`src/rtl/diff_freq_serial_out_if.sv`:
```
// Byte-in / serial-out bundle for the packet-programmed pattern generator.
// The slave side is the generator; the master side is the UART rx path.
interface diff_freq_serial_out_if;
    logic [7:0] i_data;
    logic       i_rx_done_tick;
    logic       o_serial_out;
    logic       o_bit_tick;
    logic       o_done_tick;

    modport master (
        output i_data,
        output i_rx_done_tick,
        input  o_serial_out,
        input  o_bit_tick,
        input  o_done_tick
    );

    modport slave (
        input  i_data,
        input  i_rx_done_tick,
        output o_serial_out,
        output o_bit_tick,
        output o_done_tick
    );
endinterface

```
`src/rtl/diff_freq_serial_out.sv`:
```
// Assembles data/speed/command packets from UART bytes and shifts the data
// word out LSB-first, each bit lasting a LOW or HIGH speed period.
module diff_freq_serial_out #(
    parameter int DATA_BIT    = 32,
    parameter int PACK_NUM    = 9,
    parameter int LOW_PERIOD  = 20,
    parameter int HIGH_PERIOD = 10,
    parameter int DIV_BIT     = 16
) (
    input  logic                   clk,
    input  logic                   rst,
    diff_freq_serial_out_if.slave  bus
);

    localparam int NB    = DATA_BIT / 8;
    localparam int CNT_W = $clog2(PACK_NUM);
    localparam int IDX_W = $clog2(DATA_BIT);

    localparam logic [CNT_W-1:0] CMD_POS  = CNT_W'(PACK_NUM - 1);
    localparam logic [IDX_W-1:0] LAST_IDX = IDX_W'(DATA_BIT - 1);
    localparam logic [DIV_BIT-1:0] LOW_LAST  = DIV_BIT'(LOW_PERIOD - 1);
    localparam logic [DIV_BIT-1:0] HIGH_LAST = DIV_BIT'(HIGH_PERIOD - 1);

    typedef enum logic {
        IDLE,
        RUN
    } state_t;

    state_t state;
    state_t state_nxt;

    logic [CNT_W-1:0]    byte_cnt;
    logic [DATA_BIT-1:0] data_buf;
    logic [DATA_BIT-1:0] speed_buf;
    logic [DATA_BIT-1:0] shadow_data;
    logic [DATA_BIT-1:0] shadow_speed;
    logic                repeat_mode;

    logic [IDX_W-1:0]   bit_idx;
    logic [IDX_W-1:0]   bit_idx_nxt;
    logic [DIV_BIT-1:0] div_cnt;
    logic [DIV_BIT-1:0] div_cnt_nxt;

    logic cmd_tick;
    logic start;
    logic stop;
    logic bit_last;
    logic idx_last;

    logic serial;
    logic bit_tick;
    logic done_tick;

    // Channel field and reserved bit carry no meaning on a single output.
    logic unused_cmd;
    assign unused_cmd = ^bus.i_data[7:3];

    assign cmd_tick = bus.i_rx_done_tick && (byte_cnt == CMD_POS);
    assign stop     = cmd_tick && bus.i_data[1];
    assign start    = cmd_tick && bus.i_data[0] && !bus.i_data[1];

    assign bit_last = (div_cnt == (shadow_speed[bit_idx] ? HIGH_LAST : LOW_LAST));
    assign idx_last = (bit_idx == LAST_IDX);

    always_ff @(posedge clk) begin
        if (rst) begin
            byte_cnt  <= '0;
            data_buf  <= '0;
            speed_buf <= '0;
        end else if (bus.i_rx_done_tick) begin
            for (int k = 0; k < NB; k++) begin
                if (byte_cnt == CNT_W'(k))
                    data_buf[8*k +: 8] <= bus.i_data;
                if (byte_cnt == CNT_W'(k + NB))
                    speed_buf[8*k +: 8] <= bus.i_data;
            end
            byte_cnt <= (byte_cnt == CMD_POS) ? '0 : byte_cnt + 1'b1;
        end
    end

    // The running pattern only changes on START, so later bytes are harmless.
    always_ff @(posedge clk) begin
        if (rst) begin
            shadow_data  <= '0;
            shadow_speed <= '0;
            repeat_mode  <= 1'b0;
        end else if (start) begin
            shadow_data  <= data_buf;
            shadow_speed <= speed_buf;
            repeat_mode  <= bus.i_data[2];
        end
    end

    always_ff @(posedge clk) begin
        if (rst) begin
            state   <= IDLE;
            bit_idx <= '0;
            div_cnt <= '0;
        end else begin
            state   <= state_nxt;
            bit_idx <= bit_idx_nxt;
            div_cnt <= div_cnt_nxt;
        end
    end

    always_comb begin
        state_nxt   = state;
        bit_idx_nxt = bit_idx;
        div_cnt_nxt = div_cnt;
        serial      = 1'b0;
        bit_tick    = 1'b0;
        done_tick   = 1'b0;

        if (state == RUN) begin
            serial    = shadow_data[bit_idx];
            bit_tick  = bit_last;
            done_tick = bit_last && idx_last;
        end

        if (stop) begin
            state_nxt   = IDLE;
            bit_idx_nxt = '0;
            div_cnt_nxt = '0;
            done_tick   = 1'b0;
        end else if (start) begin
            state_nxt   = RUN;
            bit_idx_nxt = '0;
            div_cnt_nxt = '0;
        end else if (state == RUN) begin
            if (bit_last) begin
                div_cnt_nxt = '0;
                if (idx_last) begin
                    bit_idx_nxt = '0;
                    state_nxt   = repeat_mode ? RUN : IDLE;
                end else begin
                    bit_idx_nxt = bit_idx + 1'b1;
                end
            end else begin
                div_cnt_nxt = div_cnt + 1'b1;
            end
        end
    end

    assign bus.o_serial_out = serial;
    assign bus.o_bit_tick   = bit_tick;
    assign bus.o_done_tick  = done_tick;

endmodule

```
`src/flat_wrapper.sv`:
```
// flat-port wrapper written by rule: the top's interface ports become plain ports
module diff_freq_serial_out_flat 
#(
    parameter int DATA_BIT    = 32,
    parameter int PACK_NUM    = 9,
    parameter int LOW_PERIOD  = 20,
    parameter int HIGH_PERIOD = 10,
    parameter int DIV_BIT     = 16
)
  (clk, rst, bus_i_data, bus_i_rx_done_tick, bus_o_serial_out, bus_o_bit_tick, bus_o_done_tick);
  diff_freq_serial_out_if bus_i ();
  input  logic clk;
  input  logic rst;
  input wire logic [$bits(bus_i.i_data)-1:0] bus_i_data;
  input wire logic [$bits(bus_i.i_rx_done_tick)-1:0] bus_i_rx_done_tick;
  output wire logic [$bits(bus_i.o_serial_out)-1:0] bus_o_serial_out;
  output wire logic [$bits(bus_i.o_bit_tick)-1:0] bus_o_bit_tick;
  output wire logic [$bits(bus_i.o_done_tick)-1:0] bus_o_done_tick;
  assign bus_i.i_data = bus_i_data;
  assign bus_i.i_rx_done_tick = bus_i_rx_done_tick;
  assign bus_o_serial_out = bus_i.o_serial_out;
  assign bus_o_bit_tick = bus_i.o_bit_tick;
  assign bus_o_done_tick = bus_i.o_done_tick;
  diff_freq_serial_out #(.DATA_BIT(DATA_BIT), .PACK_NUM(PACK_NUM), .LOW_PERIOD(LOW_PERIOD), .HIGH_PERIOD(HIGH_PERIOD), .DIV_BIT(DIV_BIT)) u_core (.clk(clk), .rst(rst), .bus(bus_i));
endmodule
```
`config.mk`:
```
export PLATFORM = sky130hd
export DESIGN_NAME = diff_freq_serial_out_flat
export DESIGN_NICKNAME = d
export VERILOG_FILES = /design/src/rtl/diff_freq_serial_out_if.sv /design/src/rtl/diff_freq_serial_out.sv /design/src/flat_wrapper.sv
export SDC_FILE = /design/constraint.sdc
export NUM_CORES = 1
export LEC_CHECK = 0
export CORE_UTILIZATION = 60
export DETAILED_ROUTE_END_ITERATION = 7
export PLACE_DENSITY_LB_ADDON = 0.25
export SLEW_MARGIN = 10
export SYNTH_ARGS = -nofsm -noshare
export SYNTH_HDL_FRONTEND = slang
export SYNTH_SLANG_ARGS = --single-unit
export TNS_END_PERCENT = 20
```
`constraint.sdc`:
```
create_clock -name clk -period 3.3 [get_ports clk]
set_input_delay 0.495 -clock clk [delete_from_list [all_inputs] [get_ports clk]]
set_output_delay 0.495 -clock clk [all_outputs]
set_load 0.02 [all_outputs]
```
Yosys cells after proc, flatten, opt, wreduce, memory -nomap -nowiden:

Index checks and enable logic that the tools add are counted.

* bits in registers: 155
* input port bits: 11
* output and inout bits: 3
* logic and storage cells: 64

* $add $sub $neg: 3
* $lt $le $gt $ge: 1
* eq/ne operators: 10
* muxes and demuxes: 17
* reductions and logical operators: 18

Operators by type and width (number)
* $reduce_and A2 Y1: 9
* $add A16 B1 Y16 const B: 1
* $eq A16 B16 Y1: 1
* $eq A4 B3 Y1 const B: 4
* $mux W16: 1
* $mux W1: 11
* $bmux W1 S5: 2
* $mux W5: 2
* $eq A4 B2 Y1 const B: 2
* $lt A5 B6 Y1 const B: 1
* $add A5 B1 Y5 const B: 1
* $eq A5 B5 Y1 const B: 1
* $logic_and A1 B1 Y1: 5
* $add A4 B1 Y4 const B: 1
* $eq A4 B1 Y1 const B: 1
* $eq A4 B4 Y1 const B: 1
* $logic_not A4 Y1: 1
* $mux W4: 1
* $reduce_or A3 Y1: 1
* $reduce_or A2 Y1: 1
* $logic_not A1 Y1: 1

Longest topological paths before layout:

* word-level depth: 7
* depth in mapped cells: 9

Least setup slack after synthesis:

No wires, ideal clock.

* path kind: reg-to-output
* from: register u_core.bit_idx[0]
* to: output bus_o_done_tick
* arrival time: 2.023 ns
* path slack: 0.782 ns
* cell stages (with the launch flop): 8
* path buffers: 1
* cell sequence: dfxtp_1 -> buf_6 -> mux4_2 -> a22o_1 -> a211oi_4 -> or2_4 -> a21o_4 -> and3_1

* cells in the longest elaborated chain, start to end: 7
* elaborated cells between the ends (all ways): 8

RTL lines
* start, declared: line diff_freq_serial_out.sv:39 `logic [IDX_W-1:0] bit_idx;`
* start signal, assigned: line diff_freq_serial_out.sv:101 `bit_idx <= bit_idx_nxt;`
* $bmux W1 S5: line diff_freq_serial_out.sv:62 `assign bit_last = (div_cnt == (shadow_speed[bit_idx] ? HIGH_LAST : LOW_LAST));`
* $mux W1 (not written as such): line diff_freq_serial_out.sv:62
* $mux W5: line diff_freq_serial_out.sv:62
* $eq A16 B16 Y1: line diff_freq_serial_out.sv:62
* $logic_and A1 B1 Y1 *: line diff_freq_serial_out.sv:117 `done_tick = bit_last && idx_last;`
* $mux W1 *: line diff_freq_serial_out.sv:114 `if (state == RUN) begin`
* $mux W1 *: line diff_freq_serial_out.sv:120 `if (stop) begin`
* end, declared: line flat_wrapper.sv:18 `output wire logic [$bits(bus_i.o_done_tick)-1:0] bus_o_done_tick;`

Mark *: on every way between the ends. The rest lies on a longest branch, timed or not. The select of a mux whose other input is x is not followed.

Worst setup path after layout:

* from: register u_core.bit_idx[0]
* to: output bus_o_serial_out

* cells in the longest elaborated chain, start to end: 3

RTL lines
* $bmux W1 S5: line diff_freq_serial_out.sv:115 `serial = shadow_data[bit_idx];`
* $mux W1 (not written as such): line diff_freq_serial_out.sv:115
* $mux W1: line diff_freq_serial_out.sv:114
* end, declared: line flat_wrapper.sv:16 `output wire logic [$bits(bus_i.o_serial_out)-1:0] bus_o_serial_out;`

Every way passes these cells. The select of a mux whose other input is x is not followed.

==> impl_results.md <==
* CP arrival at 2.68 ns
* Ports at 14
* Top-count cell post-synth: nand2_1
* Gpl congestion at 0.820
* Crit Path Max Fanout at 12
* Power Density at 548 nW/um2
* Initial Util at 62.5%
* CTS Buf Count at 17
* CTS tree: yes
* Yosys reg bits at 155
* CP startpoint kind: register
* Total Power at 4020 uW
* Met3 global-route usage at 7.66%
* Critical path type: register to primary output
* Area taken by multi-input logic gates at 3170 um2
* Synth Net Count at 802
* Clock tree root driver cell: clkbuf_8
* Final Non-Filler Cells at 924
* Initial antenna violation count at 0
* Clk_lat worst skew at 0.55 ns
* Top post-synthesis cells by area: dfxtp_1 48%, nand2_1 16%, a21oi_1 10%, mux4_2 4.8%, clkbuf_1 2.5%
* GRT busiest layer: met2
* Yosys top cell area share at 47.6%
* Hold Vio Cnt, Final at 0
* Htree depth at 4
* Gate Count Post-Synth at 784
* Skew final at 0.00445 ns
* Drt via density at 5.85
* Die height at 106 um
* Slew HR at 56.2%
* Sequential element share of the synthesized area at 47.6%
* Die W at 106 um
* Drt wl/cell at 16.9 um
* Max_cap viols at 0
* Fmax at 315 MHz
* Outcome: finished clean
* Total gr overflow at 0
* Largest net degree at the start of global routing at 109
* Cell accounting for the most synthesized area: dfxtp_1
* Synth Warn # at 0
* Syn Std Cell Area at 6510 um2
* Top FF cell, synth: dfxtp_1
* WL final at 15.6 mm
* Clk slew on worst S/H paths at 0.06 ns
* DRC Markers at 0
* Tightest Pin Transition at 0.657 ns
* Tcrit/Tclk final at 96.3%
* Routed via count at 5407
* Final HPWL DP at 9.98 mm
* Row cnt at 37
* Die area at 11300 um2
* Final Net Count at 793
* Dpl cells at 891
* Layout area overhead at 12.7%
* M1 GR Usage at 37.1%
* Hold Path Class: primary input to register
* Layout cells sized above 1 at 11.5%
* First-pass GRT wire length at 25.5 mm
* Core area at 10400 um2
* List of most frequent post-synthesis cells: 280 x nand2_1, 155 x dfxtp_1, 132 x a21oi_1
* EDFF count, synth at 0
* First-pass iteration count of the detailed router at 5
* Leakage at 0.00245 uW
* Post-layout util at 70.5%
* Max Slew Vio Count at 0
* Avg Inst Size Synth at 8.31 um2
* ANT nets after route at 0
* GR Layer Usage met2 at 48.1%
* Port buffer count at 13
* Setup Viol. Count Final at 0
* Final-layout fill cell count at 775
* Worst Path Required at 2.80 ns
* Endpoint class of the critical path: primary output
* Initial DRC count at 307
* GRT Resource Usage Total at 29.9%
* RSZ-0062 raised after global routing: false
* Clock Sinks at 155
* Max clock buf depth at 2
* Vias in the first global route at 5185
* VDD IR-drop max at 0.424 mV
* Period minus WS final at 3.18 ns
* Diodes inserted at 0
* FFs w/ async S/R, synth at 0%
* Sequential Area at 3110 um2
* Cell variety after synth at 47
-- worst paths after layout --
| kind | startpoint | endpoint | slack [ns] | depth (start not counted) |
|---|---|---|---|---|
| worst max register to register | u_core.byte_cnt[0]$_SDFFE_PP0P_ | u_core.shadow_speed[21]$_SDFFE_PP0P_ | 0.82 | 8 |
| worst max-delay path | u_core.bit_idx[0]$_SDFFE_PP0P_ | bus_o_serial_out | 0.12 | 6 |
| worst min register to register | u_core.speed_buf[19]$_SDFFE_PP0P_ | u_core.shadow_speed[19]$_SDFFE_PP0P_ | 0.45 | 2 |
| worst min-delay path | rst | u_core.speed_buf[18]$_SDFFE_PP0P_ | 0.35 | 2 |
-- state kept, by name (all words and copies together) (netlist names) --
| name | flops |
|---|---|
| u_core.bit_idx | 5 |
| u_core.byte_cnt | 4 |
| u_core.data_buf | 32 |
| u_core.div_cnt | 16 |
| u_core.repeat_mode | 1 |
| u_core.shadow_data | 32 |
| u_core.shadow_speed | 32 |
| u_core.speed_buf | 32 |
| u_core.state | 1 |
-- cell type report --
class | count | area share (%)
clock buffers | 20 | 5.80
clock inverters | 12 | 2.34
repair buffers | 30 | 3.77
multi-input cells | 566 | 43.2
flip-flops and latches | 155 | 42.3
well taps | 136 | 2.32
inverters | 5 | 0.256
-- placed cells by master (no fill, tap or decap), types with 4 or more instances in the layout --
cell,count
nand3_1,11
bufinv_16,4
clkinv_2,4
ha_1,7
inv_1,5
mux2i_1,9
nor2_1,12
dfxtp_1,154
nor4_1,4
nand4_1,6
xor2_1,12
and3_1,5
clkdlybuf4s50_1,9
xnor2_1,6
and2_1,9
buf_4,15
nor3_2,16
mux4_2,14
o21ai_0,4
nand2_1,280
a21oi_1,132
clkbuf_16,16
-- stage by stage --
step / area [um2] / hold WS [ns] / setup TNS [ns] / setup slack (ns)
after CTS: 7320 / 0.321 / -0.0135 / -0.0135
after global routing: 7340 / 0.334 / 0 / 0.00290
after detailed placement: 6720 / 0.443 / 0 / 0.160
after global placement: 6720 / 0.439 / 0 / 0.187
after floorplan: 6520 / 0.432 / 0 / 0.782
final: 7340 / 0.345 / 0 / 0.122
-- metal layers --
layer | routed length, um | vias up | part of all wire, %
li1 | - | 2609 | -
met1 | 6590 | 2582 | 42
met2 | 7500 | 167 | 48
met3 | 927 | 49 | 5.9
met4 | 577 | 0 | 3.7
met5 | 0 | - | 0
-- critical path, stage by stage (launching register included) --
cell and delay [ns]:
dfxtp_4 0.38, buf_6 0.18, mux4_2 0.53, mux4_2 0.47
mux2i_1 0.19, nor2_1 0.07, dlygate4sd2_1 0.32
-- where the power goes --
part           switching (uW)  leakage (uW)  internal [uW]
logic                     100      0.000912           38.8
registers                12.5       0.00125           1890
clock network             756      0.000285           1220
total                     869       0.00245           3150
-- logic make-up after synthesis --
logic type	Yosys count	synth area share [%]
AO/OA/AOI/OAI	147	12.2
XOR/XNOR	18	2.42
adder cells (fa/ha/maj)	7	1.34
buffers and inverters	63	4.11
flip-flops	155	47.6
multiplexers	27	7.37
AND/OR/NAND/NOR	367	24.9
-- timing repair --
item / CTS / global route
gates resized for setup: 7 / 6
hold buffers: 0 / 0
setup endpoints to repair: 3 / 3
pin swaps: 1 / 2
buffers inserted: 0 / 1
cloned: 0 / 0
Note: power is estimated with default switching activity, not from simulation.
